`src/rtl/mat_mem_server.sv`:
```
// Word-addressed matrix store: fixed RD_LATENCY read with mem_busy held high, then a one-cycle data_valid pulse.
// No queueing: requests during a read are dropped; the host write port is always accepted.
module mat_mem_server #(
  parameter int ADDR_WIDTH = 8,
  parameter int DATA_WIDTH = 8,
  parameter int DEPTH      = 256,
  parameter int RD_LATENCY = 2
) (
  input  logic                  clk,
  input  logic                  rst,
  input  logic                  init_in,
  input  logic [ADDR_WIDTH-1:0] addr_in,
  output logic                  mem_busy,
  output logic [DATA_WIDTH-1:0] data_out,
  output logic                  data_valid,
  output logic                  addr_err,
  input  logic                  wr_en,
  input  logic [ADDR_WIDTH-1:0] wr_addr,
  input  logic [DATA_WIDTH-1:0] wr_data
);

  localparam int IW = (DEPTH > 1) ? $clog2(DEPTH) : 1;

  typedef enum logic [1:0] {IDLE, BUSY, RESP} state_t;

  state_t                  state;
  logic [ADDR_WIDTH-1:0]   addr_q;
  logic [3:0]              cnt;
  logic [DATA_WIDTH-1:0]   mem [DEPTH];

  logic wr_ok;
  logic rd_ok;

  assign wr_ok = 32'(wr_addr) < 32'(DEPTH);
  assign rd_ok = 32'(addr_q)  < 32'(DEPTH);

  // Array is deliberately left out of reset so contents survive a reset pulse.
  always_ff @(posedge clk) begin
    if (wr_en && wr_ok) begin
      mem[wr_addr[IW-1:0]] <= wr_data;
    end
  end

  always_ff @(posedge clk or negedge rst) begin
    if (!rst) begin
      state      <= IDLE;
      addr_q     <= '0;
      cnt        <= '0;
      mem_busy   <= 1'b0;
      data_valid <= 1'b0;
      addr_err   <= 1'b0;
      data_out   <= '0;
    end else begin
      data_valid <= 1'b0;
      addr_err   <= 1'b0;
      case (state)
        IDLE, RESP: begin
          if (init_in) begin
            state    <= BUSY;
            addr_q   <= addr_in;
            cnt      <= 4'(RD_LATENCY);
            mem_busy <= 1'b1;
          end else begin
            state    <= IDLE;
            mem_busy <= 1'b0;
          end
        end
        BUSY: begin
          cnt <= cnt - 4'd1;
          // Capture reads the array before any same-edge write lands.
          if (cnt == 4'd1) begin
            state      <= RESP;
            mem_busy   <= 1'b0;
            data_valid <= 1'b1;
            if (rd_ok) begin
              data_out <= mem[addr_q[IW-1:0]];
            end else begin
              data_out <= '0;
              addr_err <= 1'b1;
            end
          end
        end
        default: begin
          state    <= IDLE;
          mem_busy <= 1'b0;
        end
      endcase
    end
  end

endmodule
```
`config.mk`:
```
export PLATFORM = sky130hd
export DESIGN_NAME = mat_mem_server
export DESIGN_NICKNAME = d
export VERILOG_FILES = /design/src/rtl/mat_mem_server.sv
export SDC_FILE = /design/constraint.sdc
export NUM_CORES = 2
export LEC_CHECK = 0
export ABC_AREA = 1
export BUFFER_PORTS_ARGS = -buffer_cell sky130_fd_sc_hd__buf_2
export CORE_MARGIN = 4
export CORE_UTILIZATION = 42
export CTS_CLUSTER_DIAMETER = 60
export DETAILED_ROUTE_END_ITERATION = 8
export SLEW_MARGIN = 20
export SYNTH_ARGS = -nofsm -noshare
export SYNTH_HDL_FRONTEND = slang
export SYNTH_SLANG_ARGS = --single-unit
```
`constraint.sdc`:
```
create_clock -name clk -period 2.2 [get_ports clk]
set_input_delay 0.11 -clock clk [delete_from_list [all_inputs] [get_ports clk]]
set_output_delay 0.11 -clock clk [all_outputs]
set_load 0.02 [all_outputs]
```
==> results.ini <==
[run_status]
status = finished, violations left
violations = negative setup slack

[cts]
cts_root_buf = clkbuf_16
clock_latency_ns = 0.85
htree_levels = 4
clkTransAtPathRegs_ns = 0.06
cts_buffers = 212
cts_tree = yes
cts_sinks = 2072
max-clock-path-buffers = 3

[sta]
maxSlewViolCount = 0
finClkSkew_ns = 0.0495
fin_crit_sh_pct = 112
finalSetupViolCount = 8
slew_headroom_pct = 24.3
setup_ws_ns = -0.255
rsz0062_at_grt = true
fmax_mhz = 407
tightest_slew_ns = 1.13
hold_violations = 0
finalCriticalPeriod_ns = 2.45

[final_layout]
fin_area_mm2 = 0.103
fin_cells = 10500
drive_gt1_share_pct = 18.4
areaGrowthSynthToFinish_pct = 22.4
fin_util_pct = 51.6
nets = 7703

[detailed_routing]
wl_per_cell_um = 24.1
drt_wl_total_um = 253000
drtIter0Drc = 7230
ant_nets = 0
drt_pre_antenna_iters = 6
vias_per_cell = 5.56
drc_errors = 0
via_count = 58500

[hold_path]
worst_hold_path_type = in -> reg
worstHoldStart = addr_in[3]
worstHoldEndpoint = addr_q[3]$_DFFE_PN0N_
min_path_cells = 4

[floorplanning]
die_x_um = 456
ios = 39
dieArea_mm2 = 0.208
start_util_pct = 42.2
rows = 164
core_mm2 = 0.199
dieHeight_um = 456

[synth]
seq_area_frac_synth_pct = 73.8
synthTopCellsByArea = edfxtp_1, nand3_1, nand2_1
syn_area_per_cell_um2 = 11.9
ys_warn_count = 0
synth_top_area_cell = edfxtp_1
synth_cells = 7066
netlist.area_leader.share_pct = 73.1
syn_nets = 7096
ys_ff_latch = 2072
netlist_area_mm2 = 0.0841
yosysUniqueCellTypes = 22

[critical_path]
r2r-start = addr_q[0]$_DFFE_PN0N_
crit_arrival_ns = 3.19
worst-path-buf-inv = 4
path_common_cell = nand3_2
crit_type = reg -> reg
r2r_cells = 14
path_delay_family = simple AND/OR/NAND/NOR gates
ff2ff_setup_slack_ns = -0.25
path_depth = 14
crit_path_end_kind = flop
worst_path_max_delay_cell = dfrtp_4
worstPathCellList = buf_16 > buf_4 > buf_4 > buf_12 > nand2_1 > nand3_1 > nand3_1 > nand3_2 > nand3_2 > nand3_2 > nand3_4 > nand3_4 > nand3_2 > nand2_1
cp.required_ns = 2.94
r2r-end = data_out[5]$_DFFE_PN0P_
cp-start-kind = flop
crit_fanout = 42
slowest_delay_ns = 0.51

[grt]
grt_max_degree = 98
antenna_found_initial = 14
grt_overflow = 0
first_global_vias = 56700
grt.total_usage_pct = 23.7
grt_pass1_wl_um = 373000

[placement]
place_area_mm2 = 0.0926
place_inst = 10000
port_buffers = 37
dp_slack_ns = -0.605
hpwlAfterDp_um = 150000
gp_congestion = 0.907

[run]
cap_violations = 0

[pwr]
powerDensity_mw_per_mm2 = 1260
leakagePower_nw = 37.3
peakVddDrop_uv = 1140
design_power_total_mw = 130

## worst max path at each step
| stage | from | end | slack, ns |
|---|---|---|---|
| after floorplan | addr_q[0]$_DFFE_PN0N_ | data_out[1]$_DFFE_PN0P_ | 0.50 |
| after detailed placement | addr_q[1]$_DFFE_PN0N_ | data_out[6]$_DFFE_PN0P_ | -0.60 |
| after global placement | addr_q[0]$_DFFE_PN0N_ | data_out[2]$_DFFE_PN0P_ | -0.58 |
| final | addr_q[0]$_DFFE_PN0N_ | data_out[5]$_DFFE_PN0P_ | -0.25 |
| after global routing | addr_q[0]$_DFFE_PN0N_ | data_out[3]$_DFFE_PN0P_ | -0.31 |
| after CTS | addr_q[0]$_DFFE_PN0N_ | data_out[7]$_DFFE_PN0P_ | -0.21 |
## cell usage after synthesis
cell type	number
a21oi_1	4
buf_1	36
buf_2	259
buf_4	64
buf_6	14
buf_8	1
clkbuf_1	112
clkinv_1	3
conb_1	1
dfrtp_1	24
edfxtp_1	2048
ha_1	2
inv_1	40
inv_2	1
inv_4	1
mux2i_1	1
nand2_1	2113
nand3_1	2043
nor2_1	286
nor3_1	3
o21ai_0	9
or2_2	1
## worst register-to-register path: stages, from the launching register on
cell and delay, ns:
dfrtp_4 0.51, buf_16 0.18, buf_4 0.19, buf_4 0.15
buf_12 0.18, nand2_1 0.10, nand3_1 0.10, nand3_1 0.13
nand3_2 0.17, nand3_2 0.11, nand3_2 0.09, nand3_4 0.14
nand3_4 0.15, nand3_2 0.08, nand2_1 0.05
## logic make-up (layout without fill, tap and decap cells)
family,after synthesis,count (layout),share of synthesized area (%)
other,1,7,0.00446
multiplexers,1,1,0.0119
buffers and inverters,531,1319,3.18
flip-flops,2072,2072,73.8
adder cells (fa/ha/maj),2,2,0.0297
AND/OR/NAND/NOR,4446,4446,22.9
AO/OA/AOI/OAI,13,13,0.0773
## state kept, by name, indices dropped and copies added (netlist names)
signal and flops:
cnt 4, mem 2048, state 2, data_out 8, mem_busy 1, addr_q 8, data_valid 1
## cell usage in the layout, fill, tap and decap left out, types with 8 or more instances in the layout
cell type and count:
nand2_1 2102, edfxtp_1 2048, nand3_1 1785, buf_4 611, nor2_1 282, clkbuf_16 217, nand3_2 215, buf_12 123
clkinv_1 60, clkinv_2 50, nand3_4 43, inv_1 38, buf_16 38, clkbuf_1 31, buf_2 29, dlygate4sd3_1 22
dfrtp_1 19, buf_6 19, bufinv_16 16, bufbuf_16 15, buf_8 15, nand2_2 11, o21ai_0 8
## power by group
part           switching [mW]  internal, mW  leakage [nW]
logic                    32.0          18.9          15.3
clock network            15.4          19.7          3.33
registers               0.451          43.7          18.7
## area by class of cell
cell class	instances	area, um2
well taps	2656	3320
inverters	45	221
fillers	16900	96400
flip-flops and latches	2072	62100
multi-input cells	4463	21000
clock buffers	243	5420
clock inverters	152	1370
repair buffers	877	9510
repair inverters	2	27.5
diodes	6	15.0
## per-stage QoR
step / setup TNS (ns) / hold slack (ns)
6_report: -1.83 / 0.0826
3_5_place_dp: -4.39 / 0.281
3_3_place_gp: -4.24 / 0.274
4_1_cts: -1.61 / 0.0248
5_1_grt: -2.35 / 0.0836
2_1_floorplan: 0 / -0.186
## what timing repair did
item | in CTS | in global routing
hold buffers | 23 | 0
buffers inserted | 28 | 15
cloned | 25 | 5
pin swaps | 29 | 65
endpoints found under the setup margin | 8 | 31
endpoints found under the hold margin | 1592 | 0
resized for setup | 221 | 187
## metal layers
layer	share of wire (%)	track usage [%]	up-vias
li1	-	-	26400
met1	40	32.7	28800
met2	47	38.1	2759
met3	8.5	3.79	486
met4	4.4	9.04	2
met5	0.0028	0	-
Power figures use the tool's default switching activity.
